**config.mk**
```make
export PLATFORM = sky130hd
export DESIGN_NAME = avalon_write_master_flat
export DESIGN_NICKNAME = d
export VERILOG_FILES = /design/src/rtl/avalon_master_pkg.sv /design/src/rtl/avalon_write_master_if.sv /design/src/rtl/avalon_write_master_fifo.sv /design/src/rtl/avalon_write_master.sv /design/src/flat_wrapper.sv
export SDC_FILE = /design/constraint.sdc
export NUM_CORES = 1
export LEC_CHECK = 0
export BUFFER_PORTS_ARGS = -buffer_cell sky130_fd_sc_hd__buf_2
export CORE_MARGIN = 2
export CORE_UTILIZATION = 45
export DETAILED_ROUTE_END_ITERATION = 16
export PLACE_DENSITY_LB_ADDON = 0.2
export SLEW_MARGIN = 20
export SYNTH_ARGS = -nofsm -noshare
export SYNTH_HDL_FRONTEND = slang
export SYNTH_HIERARCHICAL = 1
export SYNTH_SLANG_ARGS = --single-unit
export TNS_END_PERCENT = 1
```
**constraint.sdc**
```tcl
create_clock -name clk -period 4.25 [get_ports clk]
set_input_delay 0.2125 -clock clk [delete_from_list [all_inputs] [get_ports clk]]
set_output_delay 0.2125 -clock clk [all_outputs]
set_load 0.005 [all_outputs]
```
**src/rtl/avalon_master_pkg.sv**
```systemverilog
// Shared types and helpers for the Avalon-MM write (and future read) masters.
// Holds the channel state encoding and byte-step arithmetic.
package avalon_master_pkg;

    typedef enum logic {
        IDLE = 1'b0,
        RUN  = 1'b1
    } state_t;

    localparam int BYTE_STEP_DEFAULT = 4;

    // Number of low address/length bits covered by one bus word.
    function automatic int step_log2(input int bytes_per_word);
        return $clog2(bytes_per_word);
    endfunction

endpackage

```
**src/rtl/avalon_write_master_if.sv**
```systemverilog
// Control, user-data and Avalon-MM signals of one write channel.
// The master modport is the write master's view; slave is the environment's.
interface avalon_write_master_if #(
    parameter int ADDRESSWIDTH    = 28,
    parameter int DATAWIDTH       = 32,
    parameter int BYTEENABLEWIDTH = 4
);
    logic                       control_fixed_location;
    logic [ADDRESSWIDTH-1:0]    control_write_base;
    logic [ADDRESSWIDTH-1:0]    control_write_length;
    logic                       control_go;
    logic                       control_done;
    logic                       user_write_buffer;
    logic [DATAWIDTH-1:0]       user_buffer_data;
    logic                       user_buffer_full;
    logic [ADDRESSWIDTH-1:0]    master_address;
    logic                       master_write;
    logic [BYTEENABLEWIDTH-1:0] master_byteenable;
    logic [DATAWIDTH-1:0]       master_writedata;
    logic                       master_waitrequest;

    modport master (
        input  control_fixed_location,
        input  control_write_base,
        input  control_write_length,
        input  control_go,
        output control_done,
        input  user_write_buffer,
        input  user_buffer_data,
        output user_buffer_full,
        output master_address,
        output master_write,
        output master_byteenable,
        output master_writedata,
        input  master_waitrequest
    );

    modport slave (
        output control_fixed_location,
        output control_write_base,
        output control_write_length,
        output control_go,
        input  control_done,
        output user_write_buffer,
        output user_buffer_data,
        input  user_buffer_full,
        input  master_address,
        input  master_write,
        input  master_byteenable,
        input  master_writedata,
        output master_waitrequest
    );
endinterface

```
**src/rtl/avalon_write_master_fifo.sv**
```systemverilog
// Small register-array FIFO buffering user write words ahead of the bus.
// Head is read combinationally so the bus sees the word as soon as it is stored.
module write_fifo #(
    parameter int DATAWIDTH      = 32,
    parameter int FIFODEPTH      = 8,
    parameter int FIFODEPTH_LOG2 = 3
) (
    input  logic                 clk,
    input  logic                 reset,
    input  logic                 push,
    input  logic                 pop,
    input  logic [DATAWIDTH-1:0] data,
    output logic [DATAWIDTH-1:0] head,
    output logic                 empty,
    output logic                 full
);
    logic [DATAWIDTH-1:0]      mem [FIFODEPTH];
    logic [FIFODEPTH_LOG2-1:0] rd_ptr_reg;
    logic [FIFODEPTH_LOG2-1:0] wr_ptr_reg;
    logic [FIFODEPTH_LOG2:0]   count_reg;
    logic                      push_ok;
    logic                      pop_ok;

    // Full is decoded from the current count, so a push while full is dropped
    // even when a pop happens in the same cycle.
    assign full    = (count_reg == (FIFODEPTH_LOG2 + 1)'(FIFODEPTH));
    assign empty   = (count_reg == '0);
    assign push_ok = push && !full;
    assign pop_ok  = pop && !empty;
    assign head    = mem[rd_ptr_reg];

    always_ff @(posedge clk or negedge reset) begin
        if (!reset) begin
            rd_ptr_reg <= '0;
            wr_ptr_reg <= '0;
            count_reg  <= '0;
        end else begin
            if (push_ok) begin
                wr_ptr_reg <= wr_ptr_reg + 1'b1;
            end
            if (pop_ok) begin
                rd_ptr_reg <= rd_ptr_reg + 1'b1;
            end
            case ({push_ok, pop_ok})
                2'b10:   count_reg <= count_reg + 1'b1;
                2'b01:   count_reg <= count_reg - 1'b1;
                default: count_reg <= count_reg;
            endcase
        end
    end

    always_ff @(posedge clk) begin
        if (push_ok) begin
            mem[wr_ptr_reg] <= data;
        end
    end

endmodule

```
**src/rtl/avalon_write_master.sv**
```systemverilog
// Avalon-MM write master: turns go/base/length requests into single-word
// writes fed from a small user FIFO, reporting completion on control_done.
module avalon_write_master
    import avalon_master_pkg::*;
#(
    parameter int ADDRESSWIDTH    = 28,
    parameter int DATAWIDTH       = 32,
    parameter int BYTEENABLEWIDTH = BYTE_STEP_DEFAULT,
    parameter int FIFODEPTH       = 8,
    parameter int FIFODEPTH_LOG2  = 3
) (
    input  logic                  clk,
    input  logic                  reset,
    avalon_write_master_if.master bus
);
    localparam int                    STEP_LOG2 = step_log2(BYTEENABLEWIDTH);
    localparam logic [ADDRESSWIDTH-1:0] STEP    = ADDRESSWIDTH'(BYTEENABLEWIDTH);
    localparam logic [ADDRESSWIDTH-1:0] LEN_MASK = ~(ADDRESSWIDTH'((1 << STEP_LOG2) - 1));

    state_t                  state_reg;
    state_t                  state_next;
    logic [ADDRESSWIDTH-1:0] address_reg;
    logic [ADDRESSWIDTH-1:0] remaining_reg;
    logic                    fixed_reg;

    logic [ADDRESSWIDTH-1:0] length_trunc;
    logic                    start;
    logic                    accept;
    logic                    fifo_empty;
    logic                    fifo_full;
    logic [DATAWIDTH-1:0]    fifo_head;

    // Partial trailing words are dropped: only whole bus words are written.
    assign length_trunc = bus.control_write_length & LEN_MASK;
    assign accept       = bus.master_write && !bus.master_waitrequest;

    write_fifo #(
        .DATAWIDTH      (DATAWIDTH),
        .FIFODEPTH      (FIFODEPTH),
        .FIFODEPTH_LOG2 (FIFODEPTH_LOG2)
    ) u_fifo (
        .clk   (clk),
        .reset (reset),
        .push  (bus.user_write_buffer),
        .pop   (accept),
        .data  (bus.user_buffer_data),
        .head  (fifo_head),
        .empty (fifo_empty),
        .full  (fifo_full)
    );

    always_ff @(posedge clk or negedge reset) begin
        if (!reset) begin
            state_reg <= IDLE;
        end else begin
            state_reg <= state_next;
        end
    end

    always_comb begin
        state_next = state_reg;
        start      = 1'b0;
        case (state_reg)
            IDLE: begin
                if (bus.control_go && (length_trunc != '0)) begin
                    start      = 1'b1;
                    state_next = RUN;
                end
            end
            RUN: begin
                if (accept && (remaining_reg == STEP)) begin
                    state_next = IDLE;
                end
            end
            default: state_next = IDLE;
        endcase
    end

    // Address only moves on an accepted beat, keeping it stable under stall.
    always_ff @(posedge clk or negedge reset) begin
        if (!reset) begin
            address_reg   <= '0;
            remaining_reg <= '0;
            fixed_reg     <= 1'b0;
        end else if (start) begin
            address_reg   <= bus.control_write_base;
            remaining_reg <= length_trunc;
            fixed_reg     <= bus.control_fixed_location;
        end else if (accept) begin
            remaining_reg <= remaining_reg - STEP;
            if (!fixed_reg) begin
                address_reg <= address_reg + STEP;
            end
        end
    end

    assign bus.control_done      = (state_reg == IDLE);
    assign bus.master_write      = (state_reg == RUN) && !fifo_empty;
    assign bus.master_address    = address_reg;
    assign bus.master_writedata  = fifo_head;
    assign bus.master_byteenable = '1;
    assign bus.user_buffer_full  = fifo_full;

endmodule
```
**src/flat_wrapper.sv**
```systemverilog
// flat-port wrapper written by rule: the top's interface ports become plain ports
module avalon_write_master_flat import avalon_master_pkg::*;
#(
    parameter int ADDRESSWIDTH    = 28,
    parameter int DATAWIDTH       = 32,
    parameter int BYTEENABLEWIDTH = BYTE_STEP_DEFAULT,
    parameter int FIFODEPTH       = 8,
    parameter int FIFODEPTH_LOG2  = 3
)
  (clk, reset, bus_control_fixed_location, bus_control_write_base, bus_control_write_length, bus_control_go, bus_control_done, bus_user_write_buffer, bus_user_buffer_data, bus_user_buffer_full, bus_master_address, bus_master_write, bus_master_byteenable, bus_master_writedata, bus_master_waitrequest);
  avalon_write_master_if #(.ADDRESSWIDTH(ADDRESSWIDTH), .DATAWIDTH(DATAWIDTH), .BYTEENABLEWIDTH(BYTEENABLEWIDTH)) bus_i ();
  input  logic clk;
  input  logic reset;
  input wire logic [$bits(bus_i.control_fixed_location)-1:0] bus_control_fixed_location;
  input wire logic [$bits(bus_i.control_write_base)-1:0] bus_control_write_base;
  input wire logic [$bits(bus_i.control_write_length)-1:0] bus_control_write_length;
  input wire logic [$bits(bus_i.control_go)-1:0] bus_control_go;
  output wire logic [$bits(bus_i.control_done)-1:0] bus_control_done;
  input wire logic [$bits(bus_i.user_write_buffer)-1:0] bus_user_write_buffer;
  input wire logic [$bits(bus_i.user_buffer_data)-1:0] bus_user_buffer_data;
  output wire logic [$bits(bus_i.user_buffer_full)-1:0] bus_user_buffer_full;
  output wire logic [$bits(bus_i.master_address)-1:0] bus_master_address;
  output wire logic [$bits(bus_i.master_write)-1:0] bus_master_write;
  output wire logic [$bits(bus_i.master_byteenable)-1:0] bus_master_byteenable;
  output wire logic [$bits(bus_i.master_writedata)-1:0] bus_master_writedata;
  input wire logic [$bits(bus_i.master_waitrequest)-1:0] bus_master_waitrequest;
  assign bus_i.control_fixed_location = bus_control_fixed_location;
  assign bus_i.control_write_base = bus_control_write_base;
  assign bus_i.control_write_length = bus_control_write_length;
  assign bus_i.control_go = bus_control_go;
  assign bus_control_done = bus_i.control_done;
  assign bus_i.user_write_buffer = bus_user_write_buffer;
  assign bus_i.user_buffer_data = bus_user_buffer_data;
  assign bus_user_buffer_full = bus_i.user_buffer_full;
  assign bus_master_address = bus_i.master_address;
  assign bus_master_write = bus_i.master_write;
  assign bus_master_byteenable = bus_i.master_byteenable;
  assign bus_master_writedata = bus_i.master_writedata;
  assign bus_i.master_waitrequest = bus_master_waitrequest;
  avalon_write_master #(.ADDRESSWIDTH(ADDRESSWIDTH), .DATAWIDTH(DATAWIDTH), .BYTEENABLEWIDTH(BYTEENABLEWIDTH), .FIFODEPTH(FIFODEPTH), .FIFODEPTH_LOG2(FIFODEPTH_LOG2)) u_core (.clk(clk), .reset(reset), .bus(bus_i));
endmodule
```
# After elaboration in Yosys (flattened, before gate mapping)
# Memory sizes are Yosys's and may differ from the RTL's.
# Cells that the tools add are included.
totals:
  mem_bits_rw: 256
  reg_bits: 68
  n_memories: 1
  inputBits: 94
  elab_cells: 46
classes:
  n_eq_ne: 5
  addsub: 6
  reduce_logical: 14
  n_bitwise: 1
  mux: 12
mem_list:
  columns: ["memory", "words", "word_bits", "read_ports", "rd_clocked_by_memory_dff", "write_ports", "line", "text"]
  rows:
  - ["u_core.u_fifo.mem", 8, 32, 1, 0, 1, "avalon_write_master_fifo.sv:17", "logic [DATAWIDTH-1:0] mem [FIFODEPTH];"]
ops:
  columns: ["op", "count"]
  rows:
  - ["two-way mux 28 bit", 5]
  - ["adder 28 x 3 -> 28 bit (second input constant)", 1]
  - ["equality test 28 x 3 -> 1 bit (second input constant)", 1]
  - ["nonzero test 28 bit", 1]
  - ["subtractor 28 x 3 -> 28 bit (second input constant)", 1]
  - ["case mux 4 bit (2 select lines)", 1]
  - ["adder 3 x 1 -> 3 bit (second input constant)", 2]
  - ["logical AND 1 bit", 6]
  - ["two-way mux 1 bit", 5]
  - ["adder 4 x 1 -> 4 bit (second input constant)", 1]
  - ["equality test 4 bit (second input constant)", 1]
  - ["logical NOT 4 bit", 1]
  - ["nonzero test 2 bit", 2]
  - ["subtractor 4 x 1 -> 4 bit (second input constant)", 1]
  - ["logical NOT 1 bit", 3]
  - ["equality test 2 x 1 -> 1 bit (second input constant)", 1]
  - ["equality test 2 bit (second input constant)", 1]
  - ["inequality test 2 bit (second input constant)", 1]
  - ["case mux 1 bit (2 select lines)", 1]
  - ["AND reduction 2 bit", 1]
  - ["NOT 1 bit", 1]

# Depth between registers and ports, before layout
logic_depth:
  word_depth: 7
  ltp_mapped: 11

# By module
# The synthesis kept the hierarchy.
by_module_without_submodules:
  columns: ["mod", "instances", "cells_per_inst", "seq_area_each_um2", "area_each_um2"]
  rows:
  - ["write_fifo", 1, 437, 7937.6, 10372.4]
  - ["avalon_write_master", 1, 361, 1401.3, 3169.3]

# Worst setup path after synthesis
# Ideal clock, no wire load.
synth_path:
  path_type: "reg2reg"
  from: "register u_core.u_fifo.count_reg[3]"
  to: "memory u_core.u_fifo.mem[0][0], enable pin"
  slack_ps: 805
  stages_incl_launch_ff: 4
  t_arrival_ps: 2984
  required_ps: 3789
  cell_sequence: "dfrtp_1 or4b_4 nand3b_1 nor3_1"
synth_via:
  elab_chain_len: 5
synth_lines:
  columns: ["item", "line", "text"]
  rows:
  - ["start: declaration", "avalon_write_master_fifo.sv:20", "logic [FIFODEPTH_LOG2:0] count_reg;"]
  - ["start signal: assignment", "avalon_write_master_fifo.sv:45", "2'b10: count_reg <= count_reg + 1'b1;"]
  - ["start signal: assignment", "avalon_write_master_fifo.sv:46", "2'b01: count_reg <= count_reg - 1'b1;"]
  - ["start signal: assignment", "avalon_write_master_fifo.sv:47", "default: count_reg <= count_reg;"]
  - ["equality test 4 bit", "avalon_write_master_fifo.sv:26", "assign full = (count_reg == (FIFODEPTH_LOG2 + 1)'(FIFODEPTH));"]
  - ["logical NOT 1 bit", "avalon_write_master_fifo.sv:28", "assign push_ok = push && !full;"]
  - ["logical AND 1 bit", "avalon_write_master_fifo.sv:28", null]
  - ["two-way mux 1 bit", "avalon_write_master_fifo.sv:53", "if (push_ok) begin"]
  - ["two-way mux 1 bit (implied by the code)", "avalon_write_master_fifo.sv:54", "mem[wr_ptr_reg] <= data;"]
  - ["end: declaration", "avalon_write_master_fifo.sv:17", null]
# No other way between the ends.

# Worst setup path after layout
layout_path:
  from: "register u_core.u_fifo.count_reg[0]"
  to: "register u_core.u_fifo.count_reg[3]"
layout_via:
  elab_chain_len: 7
  word_cells_on_any_way: 14
  cone_classes: "add/sub (2); eq/ne (3); mux (1); reduce/logical (8)"
layout_lines:
  columns: ["item", "line", "text"]
  rows:
  - ["logical NOT 4 bit (*)", "avalon_write_master_fifo.sv:27", "assign empty = (count_reg == '0);"]
  - ["via u_core.fifo_empty", "avalon_write_master.sv:29", "logic fifo_empty;"]
  - ["logical NOT 1 bit (*)", "avalon_write_master.sv:98", "assign bus.master_write = (state_reg == RUN) && !fifo_empty;"]
  - ["logical AND 1 bit (*)", "avalon_write_master.sv:98", null]
  - ["logical AND 1 bit (*)", "avalon_write_master.sv:35", "assign accept = bus.master_write && !bus.master_waitrequest;"]
  - ["via u_core.accept", "avalon_write_master.sv:28", "logic accept;"]
  - ["logical AND 1 bit (*)", "avalon_write_master_fifo.sv:29", "assign pop_ok = pop && !empty;"]
  - ["via u_core.u_fifo.pop_ok", "avalon_write_master_fifo.sv:22", "logic pop_ok;"]
  - ["equality test 2 x 1 -> 1 bit / equality test 2 bit (equally long branches)", "avalon_write_master_fifo.sv:44", "case ({push_ok, pop_ok})"]
  - ["case mux 4 bit (2 select lines) / nonzero test 2 bit (equally long branches)", null, null]
# Mark *: on every way through the listed nets, which the timed path passes. The rest lies on a longest branch.
# A chain may end at the register's enable or synchronous reset.

==> Flow_metrics.wiki <==
{| class="wikitable"
! Metric !! Value
|-
| Status || finished clean
|-
| Endpoint of the lowest-slack register-to-register path || u_core/u_fifo/count_reg[3]$_DFFE_PN0P_
|-
| Cell types with the largest area share after synthesis || edfxtp_1 57%, dfrtp_1 12%, mux4_2 7.0%
|-
| Root buffer cell || clkbuf_16
|-
| Max Cap Violations || 0
|-
| Start of the worst register-to-register path || u_core/u_fifo/count_reg[0]$_DFFE_PN0P_
|-
| Count of cells along the worst register-to-register path || 11
|-
| Via total after detailed routing || 7,913
|-
| Die span in y || approximately 180 um
|-
| Number of design rule violations left after detail routing || 0
|-
| Post-synthesis cell count || 798
|-
| Starting density of the core || 0.457
|-
| DR pass1 iterations || 4
|-
| CTS tree || yes
|-
| Synth warn || 6
|-
| GRT overflow || 0
|-
| Area growth from synthesis to layout || 23.2%
|-
| Placed cells || 1,322
|-
| Number of fillers in the final layout || 2,370
|-
| Number of H-tree branching levels || 2
|-
| Critical path cell sequence || nor4_1, nor2b_1, nand2b_1, clkinv_1, o41ai_2, inv_2, ha_1, ha_1, or4b_1, o311ai_0, o211ai_1
|-
| Final weighted congestion of routability-driven global placement || a little under 0.8
|-
| Final Cycle Share || 0.817
|-
| Count of antenna-violating nets left after detailed routing || 0
|-
| Placed instance area || roughly 15,000 um2
|-
| DRC violation total after the first TritonRoute iteration || a little under 500
|-
| Setup repair after global routing missed its margin || false
|-
| Largest net degree at the start of global routing || 67
|-
| FFs w/ async S/R, synth || 0.205
|-
| Netlist area before placement || 13,500 um2
|-
| Multiplexer fraction of the synthesized cell area || 0.142
|-
| Worst-Margin Slew || 1.08 ns
|-
| Hold violation total from the final report || 0
|-
| Clock Sink Count || 322
|-
| Post-synthesis adder-cell area fraction || 0.00887
|-
| Number of antenna violations at the first check in global routing || 2
|-
| Slack of the worst reg-to-reg path || 0.78 ns
|-
| Nets || 1,158
|-
| Startpoint of the worst hold path || bus_user_write_buffer
|-
| Dominant register cell in the synthesized netlist || edfxtp_1
|-
| Rows || 63
|-
| Die Outline Area || 31,500 um2
|-
| Class of the tightest hold or removal check || primary input to flop
|-
| Synth Area in XOR/XNOR || 0.0233
|-
| Max_slew headroom || 0.283
|-
| Number of top-level pins || 161
|-
| Endpoint class of the critical path || flop
|-
| Critical path buffer and inverter count || 2
|-
| Layout Skew || 0.0186 ns
|-
| Non-filler instance count after layout || approximately 1,500
|-
| Library cells used by synthesis || 60
|-
| Total routed wirelength || 28,600 um
|-
| Core Footprint || 29,600 um2
|-
| Worst Setup SP || u_core/u_fifo/count_reg[0]$_DFFE_PN0P_
|-
| Cell seen most often among critical-path stages || ha_1
|-
| Non-Filler Cell Area, Final || 16,700 um2
|-
| CTS max path bufs || 3
|-
| Final-layout worst hold slack || 0.0351 ns
|-
| Number of enable flip-flop cells after synthesis || around 260
|-
| IR drop worst, VDD || 0.000331 V
|-
| Fmax || 0.288 GHz
|-
| Pwr Density || roughly 600 nW/um2
|-
| Number of I/O port buffers || 154
|-
| Leak pwr || around 6 nW
|-
| Cell family with most CP delay || simple AND/OR/NAND/NOR gates
|-
| Hold buffers post-CTS || 86
|-
| Simple logic cell fraction of the synthesized area || 0.0790
|-
| Number of slew-limit violations in the final report || 0
|-
| Library cell with the largest summed area after synthesis || edfxtp_1
|-
| Number of post-CTS setup repair buffers || 0
|-
| DP HPWL || 16,900 um
|-
| Endpoint arrival time on the critical path || 3.83 ns
|-
| Required time of the critical path || approximately 4.6 ns
|-
| Worst Hold Path Cells || 3
|-
| CTS Buf Count || 35
|-
| Type of origin of the critical path || flop
|-
| Worst-path cell with the longest stage delay || nor4_1
|-
| Share of post-route cells with drive strength above 1 || 0.290
|-
| Register area share after synthesis || 0.690
|-
| Post-layout minimum cycle time || ~3.5 ns
|-
| Wire length of the first global-routing pass || 44,200 um
|-
| Clock insertion delay at the later pin of the skew report || 0.51 ns
|-
| Syn avg cell area || roughly 17 um2
|-
| Width of the die || 177 um
|-
| Summed negative setup slack over all endpoints || 0 ns
|-
| Share of Yosys cell area claimed by the top area cell type || 0.568
|-
| Max FFs per register || approximately 260
|-
| Critical path peak fanout || 9
|-
| Clock-pin slew on the worst setup and hold paths || 0.06 ns
|-
| Destination of the worst hold path || u_core/u_fifo/wr_ptr_reg[2]$_DFFE_PN0P_
|-
| Synthesized flop and latch total || 322
|-
| DR WL/cell || 19.5 um
|-
| Avg Vias per Cell || between 5 and 6
|-
| Setup violations, final || 0
|-
| Compound-cell area share of the yosys netlist || 0.0355
|-
| Maximum single-stage delay on the critical path || 0.57 ns
|-
| Number of global-route vias before repair || 8,073
|-
| Type of the worst setup path || flop to flop
|-
| Total track usage || 0.182
|-
| Largest family of logic cells by synthesized area || multiplexers
|-
| Total of cells resized after clock tree synthesis || 0
|-
| Share of the core filled with cells || 0.563
|}
[cell usage after synthesis, drive strengths merged, types with 5 or more instances]
| cell type | instances |
|---|---|
| mux2 | 35 |
| or3 | 5 |
| o211ai | 9 |
| ha | 8 |
| xor2 | 8 |
| mux4 | 64 |
| a21oi | 9 |
| buf | 18 |
| nor2 | 20 |
| o21ai | 35 |
| and3 | 6 |
| or4 | 6 |
| clkbuf | 21 |
| inv | 9 |
| nor3 | 15 |
| nor4 | 19 |
| edfxtp | 256 |
| nand4 | 9 |
| dfrtp | 66 |
| nand2 | 75 |
| nand3 | 27 |
| xnor2 | 28 |
| o311ai | 7 |
[cell usage in the layout, fill, tap and decap left out, types with 5 or more instances in the layout]
master	netlist	layout
xor2_1	8	8
clkbuf_16	0	36
o211ai_1	8	8
mux2_2	34	34
xnor2_1	28	28
mux4_1	22	22
dfrtp_1	66	63
mux4_2	42	42
nor2_1	20	14
ha_1	8	8
o21ai_0	35	34
inv_1	8	8
edfxtp_1	256	256
and3_1	6	6
nand3_1	26	26
nand2_1	75	75
nor3_1	15	13
buf_4	4	14
o311ai_0	7	7
a21oi_1	9	9
nand4_1	9	9
nor2_4	0	6
buf_2	3	154
clkbuf_1	21	14
or3_1	5	5
dlygate4sd3_1	0	86
nor4_1	19	19
[stage by stage]
stage	worst slack, ns	power (W)
2_1_floorplan	0.805	0.00626
3_3_place_gp	0.877	0.00714
3_5_place_dp	0.773	0.00719
4_1_cts	0.741	0.0100
5_1_grt	0.464	0.0104
6_report	0.780	0.00991
[per-layer routing]
layer | part of all wire | GRT usage
met2 | 0.49 | 0.307
met3 | 0.051 | 0.0349
met4 | 0.017 | 0.0464
met1 | 0.44 | 0.245
met5 | 0 | 0
[cell families (layout without fill, tap and decap cells)]
group	count (synthesis)	after routing
xor gates and xnor gates	36	36
adders and majority gates	9	9
and+or+nand+nor	206	206
DFF	322	322
muxes	100	100
other	1	6
AOI/OAI and AO/OA	75	75
buffers and inverters	49	325
[worst register-to-register path: cells and delay by family, from the launching register on]
kind / cells / cell delay (ns)
buffers and inverters: 2 / 0.37
flip-flops: 1 / 0.46
AO/OA/AOI/OAI: 3 / 0.40
AND/OR/NAND/NOR: 4 / 1.44
adder cells (fa/ha/maj): 2 / 0.67
[cell type report]
| class | instances | area [um2] | area share |
|---|---|---|---|
| Multi-Input combinational cell | 430 | 3990 | 0.239 |
| Tap cell | 390 | 488 | 0.0292 |
| Antenna cell | 2 | 5.00 | 0.000300 |
| Timing Repair Buffer | 256 | 1780 | 0.106 |
| Clock buffer | 53 | 995 | 0.0596 |
| Clock inverter | 6 | 50.0 | 0.00300 |
| Sequential cell | 322 | 9350 | 0.560 |
| Inverter | 10 | 37.5 | 0.00225 |
[how the worst max path moves through the flow]
| stage | slack [ns] | endpoint | depth (start not counted) |
|---|---|---|---|
| 2_1_floorplan | 0.80 | u_core/u_fifo/mem[0][0]$_DFFE_PP_ | 3 |
| 3_3_place_gp | 0.88 | u_core/u_fifo/count_reg[3]$_DFFE_PN0P_ | 11 |
| 3_5_place_dp | 0.77 | u_core/u_fifo/count_reg[3]$_DFFE_PN0P_ | 11 |
| 4_1_cts | 0.74 | u_core/u_fifo/count_reg[3]$_DFFE_PN0P_ | 11 |
| 5_1_grt | 0.46 | u_core/u_fifo/count_reg[3]$_DFFE_PN0P_ | 11 |
| 6_report | 0.78 | u_core/u_fifo/count_reg[3]$_DFFE_PN0P_ | 11 |
[power by group]
group          internal [W]  total (W)  switching, W
combinational       0.00144    0.00268       0.00124
clock               0.00162    0.00275       0.00114
sequential          0.00398    0.00448      0.000497
total               0.00704    0.00991       0.00287
Note: power is estimated with default switching activity, not from simulation.
